--- config.mk ---
export PLATFORM = sky130hd
export DESIGN_NAME = multi_cycle_ctrl
export DESIGN_NICKNAME = d
export VERILOG_FILES = /design/src/rtl/multi_cycle_ctrl.sv
export SDC_FILE = /design/constraint.sdc
export NUM_CORES = 1
export LEC_CHECK = 0
export CORE_MARGIN = 3
export CORE_UTILIZATION = 30
export DETAILED_ROUTE_END_ITERATION = 10
export GPL_TIMING_DRIVEN = 0
export PLACE_DENSITY = 0.5
export SKIP_CTS_REPAIR_TIMING = 1
export SLEW_MARGIN = 10
export SYNTH_ARGS = -nofsm -noshare
export SYNTH_HDL_FRONTEND = slang
export SYNTH_SLANG_ARGS = --single-unit
--- constraint.sdc ---
create_clock -name clk -period 8.35 [get_ports clk]
set_clock_uncertainty 0.1 [all_clocks]
set_input_delay 1.67 -clock clk [delete_from_list [all_inputs] [get_ports clk]]
set_output_delay 1.67 -clock clk [all_outputs]
set_load 0.02 [all_outputs]
--- src/rtl/multi_cycle_ctrl.sv ---
// multi_cycle_ctrl
//   Control FSM for a multi-cycle MIPS datapath with a shared ALU and a shared
//   memory. It steps each instruction through fetch, decode, execute, memory
//   and writeback. It waits on a variable-latency memory and counts retired
//   instructions. On an illegal instruction or a memory timeout it stops in
//   HALT and reports a fault code.
//
// Memory handshake:
//   mem_read / mem_write is the request and mem_ready is the completion.
//   An access finishes in the cycle where the request is high and mem_ready
//   is high. Until that cycle the FSM holds the request and every select
//   steady. When mem_ready is low, a wait counter counts up. If it has already
//   reached MEM_TIMEOUT and mem_ready is still low, the access is abandoned
//   (fault 2'b10) and no strobe is driven in that cycle.
//
// Ports:
//   clk, rst                  rising-edge clock, asynchronous active-low reset
//   opcode, funct, zero       IR fields and ALU zero flag
//   mem_ready                 memory completes the current access this cycle
//   pc_en, ir_write, reg_write, mem_read, mem_write
//                             strobes, all forced low while rst is low
//   i_or_d, reg_dst, mem_to_reg, alu_src_a, alu_src_b, alu_control, pc_source
//                             datapath selects
//   state                     current FSM state for debug
//   instr_count               retired-instruction counter (wraps)
//   fault                     00 none, 01 illegal instruction, 10 memory timeout
module multi_cycle_ctrl #(
    parameter int COUNT_W     = 32,
    parameter int MEM_TIMEOUT = 16
) (
    input  logic               clk,
    input  logic               rst,
    input  logic [5:0]         opcode,
    input  logic [5:0]         funct,
    input  logic               zero,
    input  logic               mem_ready,
    output logic               pc_en,
    output logic               i_or_d,
    output logic               mem_read,
    output logic               mem_write,
    output logic               ir_write,
    output logic               reg_dst,
    output logic               mem_to_reg,
    output logic               reg_write,
    output logic [1:0]         alu_src_a,
    output logic [1:0]         alu_src_b,
    output logic [3:0]         alu_control,
    output logic [1:0]         pc_source,
    output logic [3:0]         state,
    output logic [COUNT_W-1:0] instr_count,
    output logic [1:0]         fault
);

    typedef enum logic [3:0] {
        S_FETCH   = 4'd0,
        S_DECODE  = 4'd1,
        S_MEM_ADR = 4'd2,
        S_MEM_RD  = 4'd3,
        S_MEM_WB  = 4'd4,
        S_MEM_WR  = 4'd5,
        S_R_EXEC  = 4'd6,
        S_R_WB    = 4'd7,
        S_BRANCH  = 4'd8,
        S_JUMP    = 4'd9,
        S_I_EXEC  = 4'd10,
        S_I_WB    = 4'd11,
        S_HALT    = 4'd15
    } state_t;

    localparam logic [5:0] OP_RTYPE = 6'b000000;
    localparam logic [5:0] OP_LW    = 6'b100011;
    localparam logic [5:0] OP_SW    = 6'b101011;
    localparam logic [5:0] OP_BEQ   = 6'b000100;
    localparam logic [5:0] OP_J     = 6'b000010;
    localparam logic [5:0] OP_ADDI  = 6'b001000;
    localparam logic [5:0] OP_SLTI  = 6'b001010;

    localparam logic [3:0] ALU_AND = 4'b0000;
    localparam logic [3:0] ALU_OR  = 4'b0001;
    localparam logic [3:0] ALU_ADD = 4'b0010;
    localparam logic [3:0] ALU_XOR = 4'b0011;
    localparam logic [3:0] ALU_SUB = 4'b0110;
    localparam logic [3:0] ALU_SLT = 4'b0111;
    localparam logic [3:0] ALU_SLL = 4'b1000;
    localparam logic [3:0] ALU_SRL = 4'b1001;
    localparam logic [3:0] ALU_SRA = 4'b1010;
    localparam logic [3:0] ALU_NOR = 4'b1100;

    // The counter only needs to reach MEM_TIMEOUT; it saturates at all-ones.
    localparam int WAIT_W = (MEM_TIMEOUT > 0) ? $clog2(MEM_TIMEOUT + 1) : 1;
    localparam logic [WAIT_W-1:0] TIMEOUT_V = WAIT_W'(MEM_TIMEOUT);

    // R-type funct decode: {legal, alu_src_a, alu_control}.
    function automatic logic [6:0] r_decode(input logic [5:0] f);
        case (f)
            6'b100000: r_decode = {1'b1, 2'b01, ALU_ADD};
            6'b100010: r_decode = {1'b1, 2'b01, ALU_SUB};
            6'b100100: r_decode = {1'b1, 2'b01, ALU_AND};
            6'b100101: r_decode = {1'b1, 2'b01, ALU_OR};
            6'b100110: r_decode = {1'b1, 2'b01, ALU_XOR};
            6'b100111: r_decode = {1'b1, 2'b01, ALU_NOR};
            6'b101010: r_decode = {1'b1, 2'b01, ALU_SLT};
            6'b000000: r_decode = {1'b1, 2'b10, ALU_SLL};
            6'b000010: r_decode = {1'b1, 2'b10, ALU_SRL};
            6'b000011: r_decode = {1'b1, 2'b10, ALU_SRA};
            default:   r_decode = 7'b0;
        endcase
    endfunction

    state_t              state_q, state_d;
    logic [1:0]          fault_q, fault_d;
    logic [COUNT_W-1:0]  count_q;
    logic [WAIT_W-1:0]   wait_q;
    logic [6:0]          r_dec;
    logic                wait_st;
    logic                at_limit;

    logic       pc_en_r, i_or_d_r, mem_read_r, mem_write_r, ir_write_r;
    logic       reg_dst_r, mem_to_reg_r, reg_write_r;
    logic [1:0] src_a_r, src_b_r, pc_source_r;
    logic [3:0] alu_r;

    assign r_dec    = r_decode(funct);
    assign at_limit = (MEM_TIMEOUT != 0) && (wait_q >= TIMEOUT_V);

    always_comb begin
        state_d      = state_q;
        fault_d      = fault_q;
        wait_st      = 1'b0;
        pc_en_r      = 1'b0;
        i_or_d_r     = 1'b0;
        mem_read_r   = 1'b0;
        mem_write_r  = 1'b0;
        ir_write_r   = 1'b0;
        reg_dst_r    = 1'b0;
        mem_to_reg_r = 1'b0;
        reg_write_r  = 1'b0;
        src_a_r      = 2'b00;
        src_b_r      = 2'b00;
        alu_r        = ALU_AND;
        pc_source_r  = 2'b00;

        case (state_q)
            S_FETCH: begin
                wait_st    = 1'b1;
                mem_read_r = 1'b1;
                src_b_r    = 2'b01;
                alu_r      = ALU_ADD;
                if (mem_ready) begin
                    ir_write_r = 1'b1;
                    pc_en_r    = 1'b1;
                    state_d    = S_DECODE;
                end
            end
            S_DECODE: begin
                // ALU precomputes the branch target into ALUOut.
                src_b_r = 2'b11;
                alu_r   = ALU_ADD;
                case (opcode)
                    OP_LW, OP_SW:    state_d = S_MEM_ADR;
                    OP_RTYPE:        state_d = S_R_EXEC;
                    OP_BEQ:          state_d = S_BRANCH;
                    OP_J:            state_d = S_JUMP;
                    OP_ADDI, OP_SLTI: state_d = S_I_EXEC;
                    default: begin
                        state_d = S_HALT;
                        fault_d = 2'b01;
                    end
                endcase
            end
            S_MEM_ADR: begin
                src_a_r = 2'b01;
                src_b_r = 2'b10;
                alu_r   = ALU_ADD;
                state_d = (opcode == OP_LW) ? S_MEM_RD : S_MEM_WR;
            end
            S_MEM_RD: begin
                wait_st    = 1'b1;
                i_or_d_r   = 1'b1;
                mem_read_r = 1'b1;
                src_a_r    = 2'b01;
                src_b_r    = 2'b10;
                alu_r      = ALU_ADD;
                if (mem_ready) state_d = S_MEM_WB;
            end
            S_MEM_WB: begin
                mem_to_reg_r = 1'b1;
                reg_write_r  = 1'b1;
                state_d      = S_FETCH;
            end
            S_MEM_WR: begin
                wait_st     = 1'b1;
                i_or_d_r    = 1'b1;
                mem_write_r = 1'b1;
                src_a_r     = 2'b01;
                src_b_r     = 2'b10;
                alu_r       = ALU_ADD;
                if (mem_ready) state_d = S_FETCH;
            end
            S_R_EXEC: begin
                if (r_dec[6]) begin
                    src_a_r = r_dec[5:4];
                    alu_r   = r_dec[3:0];
                    state_d = S_R_WB;
                end else begin
                    state_d = S_HALT;
                    fault_d = 2'b01;
                end
            end
            S_R_WB: begin
                // funct is still in IR, so re-decoding holds the R_EXEC controls.
                reg_dst_r   = 1'b1;
                reg_write_r = 1'b1;
                src_a_r     = r_dec[5:4];
                alu_r       = r_dec[3:0];
                state_d     = S_FETCH;
            end
            S_BRANCH: begin
                src_a_r     = 2'b01;
                alu_r       = ALU_SUB;
                pc_source_r = 2'b01;
                pc_en_r     = zero;
                state_d     = S_FETCH;
            end
            S_JUMP: begin
                pc_source_r = 2'b10;
                pc_en_r     = 1'b1;
                state_d     = S_FETCH;
            end
            S_I_EXEC, S_I_WB: begin
                src_a_r     = 2'b01;
                src_b_r     = 2'b10;
                alu_r       = (opcode == OP_SLTI) ? ALU_SLT : ALU_ADD;
                reg_write_r = (state_q == S_I_WB);
                state_d     = (state_q == S_I_WB) ? S_FETCH : S_I_WB;
            end
            S_HALT: begin
                state_d = S_HALT;
            end
            default: begin
                state_d = S_HALT;
            end
        endcase

        // Abandon the access: no strobe fires in the timeout cycle.
        if (wait_st && !mem_ready && at_limit) begin
            state_d     = S_HALT;
            fault_d     = 2'b10;
            mem_read_r  = 1'b0;
            mem_write_r = 1'b0;
        end
    end

    always_ff @(posedge clk or negedge rst) begin
        if (!rst) begin
            state_q <= S_FETCH;
            fault_q <= 2'b00;
            count_q <= '0;
            wait_q  <= '0;
        end else begin
            state_q <= state_d;
            fault_q <= fault_d;
            // A return to FETCH from any other state retires one instruction.
            if (state_d == S_FETCH && state_q != S_FETCH && state_q != S_HALT)
                count_q <= count_q + 1'b1;
            if (state_d != state_q)
                wait_q <= '0;
            else if (wait_st && !mem_ready && wait_q != {WAIT_W{1'b1}})
                wait_q <= wait_q + 1'b1;
        end
    end

    // Gating with rst makes every output drop the moment reset is asserted,
    // so an aborted instruction can never issue a partial write.
    assign pc_en       = rst & pc_en_r;
    assign i_or_d      = rst & i_or_d_r;
    assign mem_read    = rst & mem_read_r;
    assign mem_write   = rst & mem_write_r;
    assign ir_write    = rst & ir_write_r;
    assign reg_dst     = rst & reg_dst_r;
    assign mem_to_reg  = rst & mem_to_reg_r;
    assign reg_write   = rst & reg_write_r;
    assign alu_src_a   = rst ? src_a_r : 2'b00;
    assign alu_src_b   = rst ? src_b_r : 2'b00;
    assign alu_control = rst ? alu_r : 4'b0000;
    assign pc_source   = rst ? pc_source_r : 2'b00;
    assign state       = state_q;
    assign instr_count = count_q;
    assign fault       = fault_q;

endmodule
* Word level (Yosys, flattened, before mapping)
Cells that the tools add are included.
Word-level totals: output and inout bits 56, register bits after elaboration 43, input bits 16
Cells by class: eq/ne operators 31, $add $sub $neg 2, muxes and demuxes 39, order comparisons 1, bitwise operators 8, reductions and logical operators 26
Operators by type and width (number):
- 7-bit one-hot mux with 10 select lines | 1
- 6-bit equality test, second input constant | 9
- 4-bit one-hot mux with 5 select lines | 2
- 32-bit by 1-bit adder with 32-bit output, second input constant | 1
- 4-bit two-way mux | 8
- 4-bit one-hot mux with 8 select lines | 1
- 6-bit by 2-bit equality test with 1-bit output, second input constant | 3
- 4-bit by 3-bit equality test with 1-bit output, second input constant | 4
- 4-bit equality test, second input constant | 4
- 2-bit two-way mux | 7
- 6-bit by 4-bit equality test with 1-bit output, second input constant | 2
- 6-bit zero test | 2
- 2-bit one-hot mux with 3 select lines | 2
- 2-bit OR reduction | 6
- 1-bit two-way mux | 10
- 5-bit two-way mux | 2
- 5-bit OR reduction | 2
- 1-bit AND | 8
- 4-bit by 2-bit equality test with 1-bit output, second input constant | 2
- 4-bit zero test | 2
- 2-bit one-hot mux with 2 select lines | 2
- 7-bit OR reduction | 1
- 6-bit by 3-bit equality test with 1-bit output, second input constant | 1
- 3-bit two-way mux | 2
- other kinds (18) | 23

* Logic depth before layout (Yosys ltp)
Gate-level depths: netlist (run 1).
depth after elaboration 9, mapped depth 10

* Worst setup path after synthesis (run 1)
Ideal clock, no wire load.
kind input port to output port, start point in funct[0], end point out alu_control[2], data required time 6.580 ns, arrival time 2.951 ns, cell stages on the path 7, setup slack 3.629 ns, path through clkbuf_1 > nor3_1 > a31oi_1 > a21oi_1 > and3_1 > nand4_1 > a31oi_1
On the way: cells in the longest elaborated chain, start to end 5
RTL lines:
- from (decl) | line 34 | input logic [5:0] funct,
- 6-bit by 2-bit equality test with 1-bit output (tied with other cells) | line 95 | case (f)
- 7-bit one-hot mux with 10 select lines * | line 95
- 4-bit two-way mux | line 201 | if (r_dec[6]) begin
- 4-bit one-hot mux with 5 select lines * | line 143 | case (state_q)
- 4-bit two-way mux * | line 285 | assign alu_control = rst ? alu_r : 4'b0000;
- to (decl) | line 47 | output logic [3:0] alu_control,
Mark *: on every way between the ends. The rest lies on a longest branch, timed or not.

* Final worst setup path (run 1)
start point in funct[1], end point out alu_control[2]
The elaborated chain is that of the path after synthesis.

==> flow_metrics.py, run 1 <==
metrics = {
    "routing": {
        "ant_nets": 0,
        "drt_drc_violations_left": 0,
        "drtIter0Drc": 230,
        "drt_first_pass_iters": 4,
        "avgRoutedWirePerCell_microns": 15.3,
        "via_per_inst": 5.19,
        "wl_mm": 7.86,
        "vias": 2666,
    },
    "die": {
        "die_x_microns": 103,
        "die_h_microns": 103,
        "rows": 34,
        "fp.dieArea_sq_um": 10600,
        "ios": 72,
        "coreArea_sq_um": 8930,
        "initial_core_util_pct": 31.5,
    },
    "clocking": {
        "cts_buffers": 5,
        "cts_tree": "built",
        "path_clk_slew_ps": 90,
        "cts_root_buf": "clkbuf_8",
        "clkLatencyLatePin_ps": 290,
        "clock_path_buffers": 2,
        "htree_levels": 2,
        "cts_sinks": 43,
    },
    "yosys": {
        "synthCells": 331,
        "synth_nets": 350,
        "synthDistinctLibCells": 50,
        "ys_warn_count": 0,
        "syn_avg_cell_area_sq_um": 8.50,
        "ys_seq_elements": 43,
        "synth_ff_type": "dfrtp_1",
        "syn-cell-area_sq_um": 2810,
        "synth.yosys.seq_area_share_pct": 38.2,
        "synth_edf_count": 0,
        "synth_async_sr_flop_share_pct": 100,
    },
    "critical_path": {
        "arrival_ps": 4140,
        "rrSetupSlack_ps": 4830,
        "cp.required_ps": 6580,
        "path_class": "in2out",
        "crit_path_end_kind": "primary output",
        "startpoint_type": "input pin",
        "cp_max_fo": 6,
    },
    "cells_and_area": {
        "layout_common_cells": "66 x clkdlybuf4s50_1, 43 x dfrtp_1, 34 x nor2_1",
        "fillers": 934,
        "layout_commonest_cell": "clkdlybuf4s50_1",
        "nets": 425,
        "multiInputGateArea_sq_um": 1620,
        "final_cells": 514,
        "insertedDiodeCount": 0,
        "synthToLayoutAreaGrowth_pct": 32.8,
        "drive_gt1_share_pct": 6.40,
        "seqCellArea_sq_um": 1080,
    },
    "timing": {
        "setup_viol": 0,
        "fin_crit_sh_pct": 70.7,
        "worstMarginPinSlew_ps": 1000,
        "finalSetupTns_ps": 0,
        "fin_hold_ws_ps": 377,
        "fmax_ghz": 0.169,
        "slew-limit-headroom_pct": 32.6,
        "slew_viol_final": 0,
        "period_minus_slack_ps": 5910,
        "rsz0062_at_grt": "no",
        "hold_viol": 0,
    },
    "global_route": {
        "grt_overflow": 0,
        "grt.total_usage_pct": 15.4,
        "grt_pass1_wl_mm": 13.1,
        "grt_pass1_vias": 2530,
        "grt_max_degree": 34,
        "antenna_found_initial": 0,
    },
    "power_and_ir_drop": {
        "p_total_mw": 0.392,
        "cellPowerDensity_nw_per_um2": 105,
        "vdd_drop_max_mv": 0.0650,
        "p_leak_nw": 1.56,
    },
    "placement": {
        "portBuffers": 67,
        "hpwl_mm": 5.83,
        "place.gp.congestion": 0.817,
        "dp_cells": 507,
    },
    "outcome": {
        "status": "finished clean",
    },
    "min_path": {
        "hold_class": "reg2reg",
    },
    "run": {
        "maxCapViolCount": 0,
    },
}
-- stage by stage --
| step | worst slack, ps | util [%] | cell area [sq um] |
|---|---|---|---|
| after floorplan | 3630 | - | 2810 |
| after global placement | 1460 | 40.5 | 3620 |
| after detailed placement | 2460 | 40.7 | 3630 |
| after CTS | 2450 | 41.8 | 3740 |
| after global routing | 2230 | 41.8 | 3740 |
| final | 2440 | 41.8 | 3740 |
-- worst paths after layout --
| path | from | to | cells past startpoint |
|---|---|---|---|
| worst max-delay path | funct[1] | alu_control[2] | 8 |
| worst min-delay path | instr_count[31] | instr_count[31] | 1 |
| worst max register to register | state[1] | instr_count[5] | 10 |
| worst min register to register | instr_count[31] | instr_count[31] | 1 |
| max in group asynchronous | rst | state[3] | 2 |
| min in group asynchronous | rst | instr_count[31] | 1 |
-- state kept, by name (all words and copies together) (netlist names) --
signal / count
state: 4
wait_q: 5
instr_count: 32
fault: 2
-- power by group --
group	total (mW)	switching (mW)	internal (mW)
Clock	0.158	0.0702	0.0878
Sequential	0.208	0.0000802	0.208
Combinational	0.0262	0.0158	0.0104
Total	0.392	0.0861	0.306
-- worst max-delay path: stages --
cell and delay (ps):
clkdlybuf4s50_1 580, nor2b_1 260, o211ai_1 130, a21oi_1 360
and3_1 230, nand4_1 100, a31oi_1 170, clkdlybuf4s50_1 630
-- cell families after synthesis --
logic type                 count (synthesis)  synth area share, %
xor gates and xnor gates                  38                 11.8
muxes                                      6                 2.22
adders and majority gates                  3                 1.33
AOI/OAI and AO/OA                         49                 11.6
and+or+nand+nor                          162                 30.5
DFF                                       43                 38.2
buffers and inverters                     30                 4.31
-- area by class of cell --
type	instances	area share (%)
multi-input cells	258	43.3
flip-flops and latches	43	28.8
repair buffers	68	18.3
well taps	108	3.62
plain buffers	21	2.34
clock buffers	6	1.94
inverters	9	0.904
clock inverters	1	0.803
-- cell usage after synthesis (all sizes together), types with 2 or more instances --
cell type	n	share of area, %
o21ai	9	1.6
dfrtp	43	38
a21oi	14	2.5
mux2	2	0.80
a31oi	2	0.44
o21a	2	0.53
xnor2	8	2.5
nand2b	5	1.1
nand2	33	4.4
buf	4	0.84
nand3	16	2.8
clkbuf	17	2.3
ha	3	1.3
nor3	22	3.9
nor2b	10	2.2
and2	3	0.67
nor2	34	4.5
or2	4	0.89
nor3b	3	0.98
xor2	30	9.3
inv	9	1.2
o31ai	4	1.1
nand4	7	1.6
and3	5	1.1
nor4b	2	0.62
or3	4	0.89
o211ai	6	1.6
or4	2	0.67
mux2i	4	1.4
nor4	9	2.9
-- metal layers --
metal / up-vias / share of wire, % / GRT usage, %
met5: - / 0 / 0
met4: 0 / 0.88 / 3.09
li1: 1316 / - / -
met3: 9 / 5.0 / 2.98
met1: 1285 / 51 / 24.2
met2: 56 / 43 / 21.7
No activity file was read; power rests on OpenSTA's default activity.
==> run 2: changes to the inputs <==
==> constraint.sdc (replaced) <==
create_clock -name clk -period 6.19 [get_ports clk]
set_clock_uncertainty 0.1 [all_clocks]
set_input_delay 1.238 -clock clk [delete_from_list [all_inputs] [get_ports clk]]
set_output_delay 1.238 -clock clk [all_outputs]
set_load 0.02 [all_outputs]
==> results of run 2 <==
Same layout as run 1 (identical final DEF). Status: finished clean.
Among the figures that moved: setup slack after placement 2460 ps -> 1160 ps; setup slack after layout 2440 ps -> 1150 ps; register-to-register setup slack 4830 ps -> 2670 ps; total power 0.392 mW -> 0.529 mW; worst IR drop on VDD 0.0650 mV -> 0.0877 mV
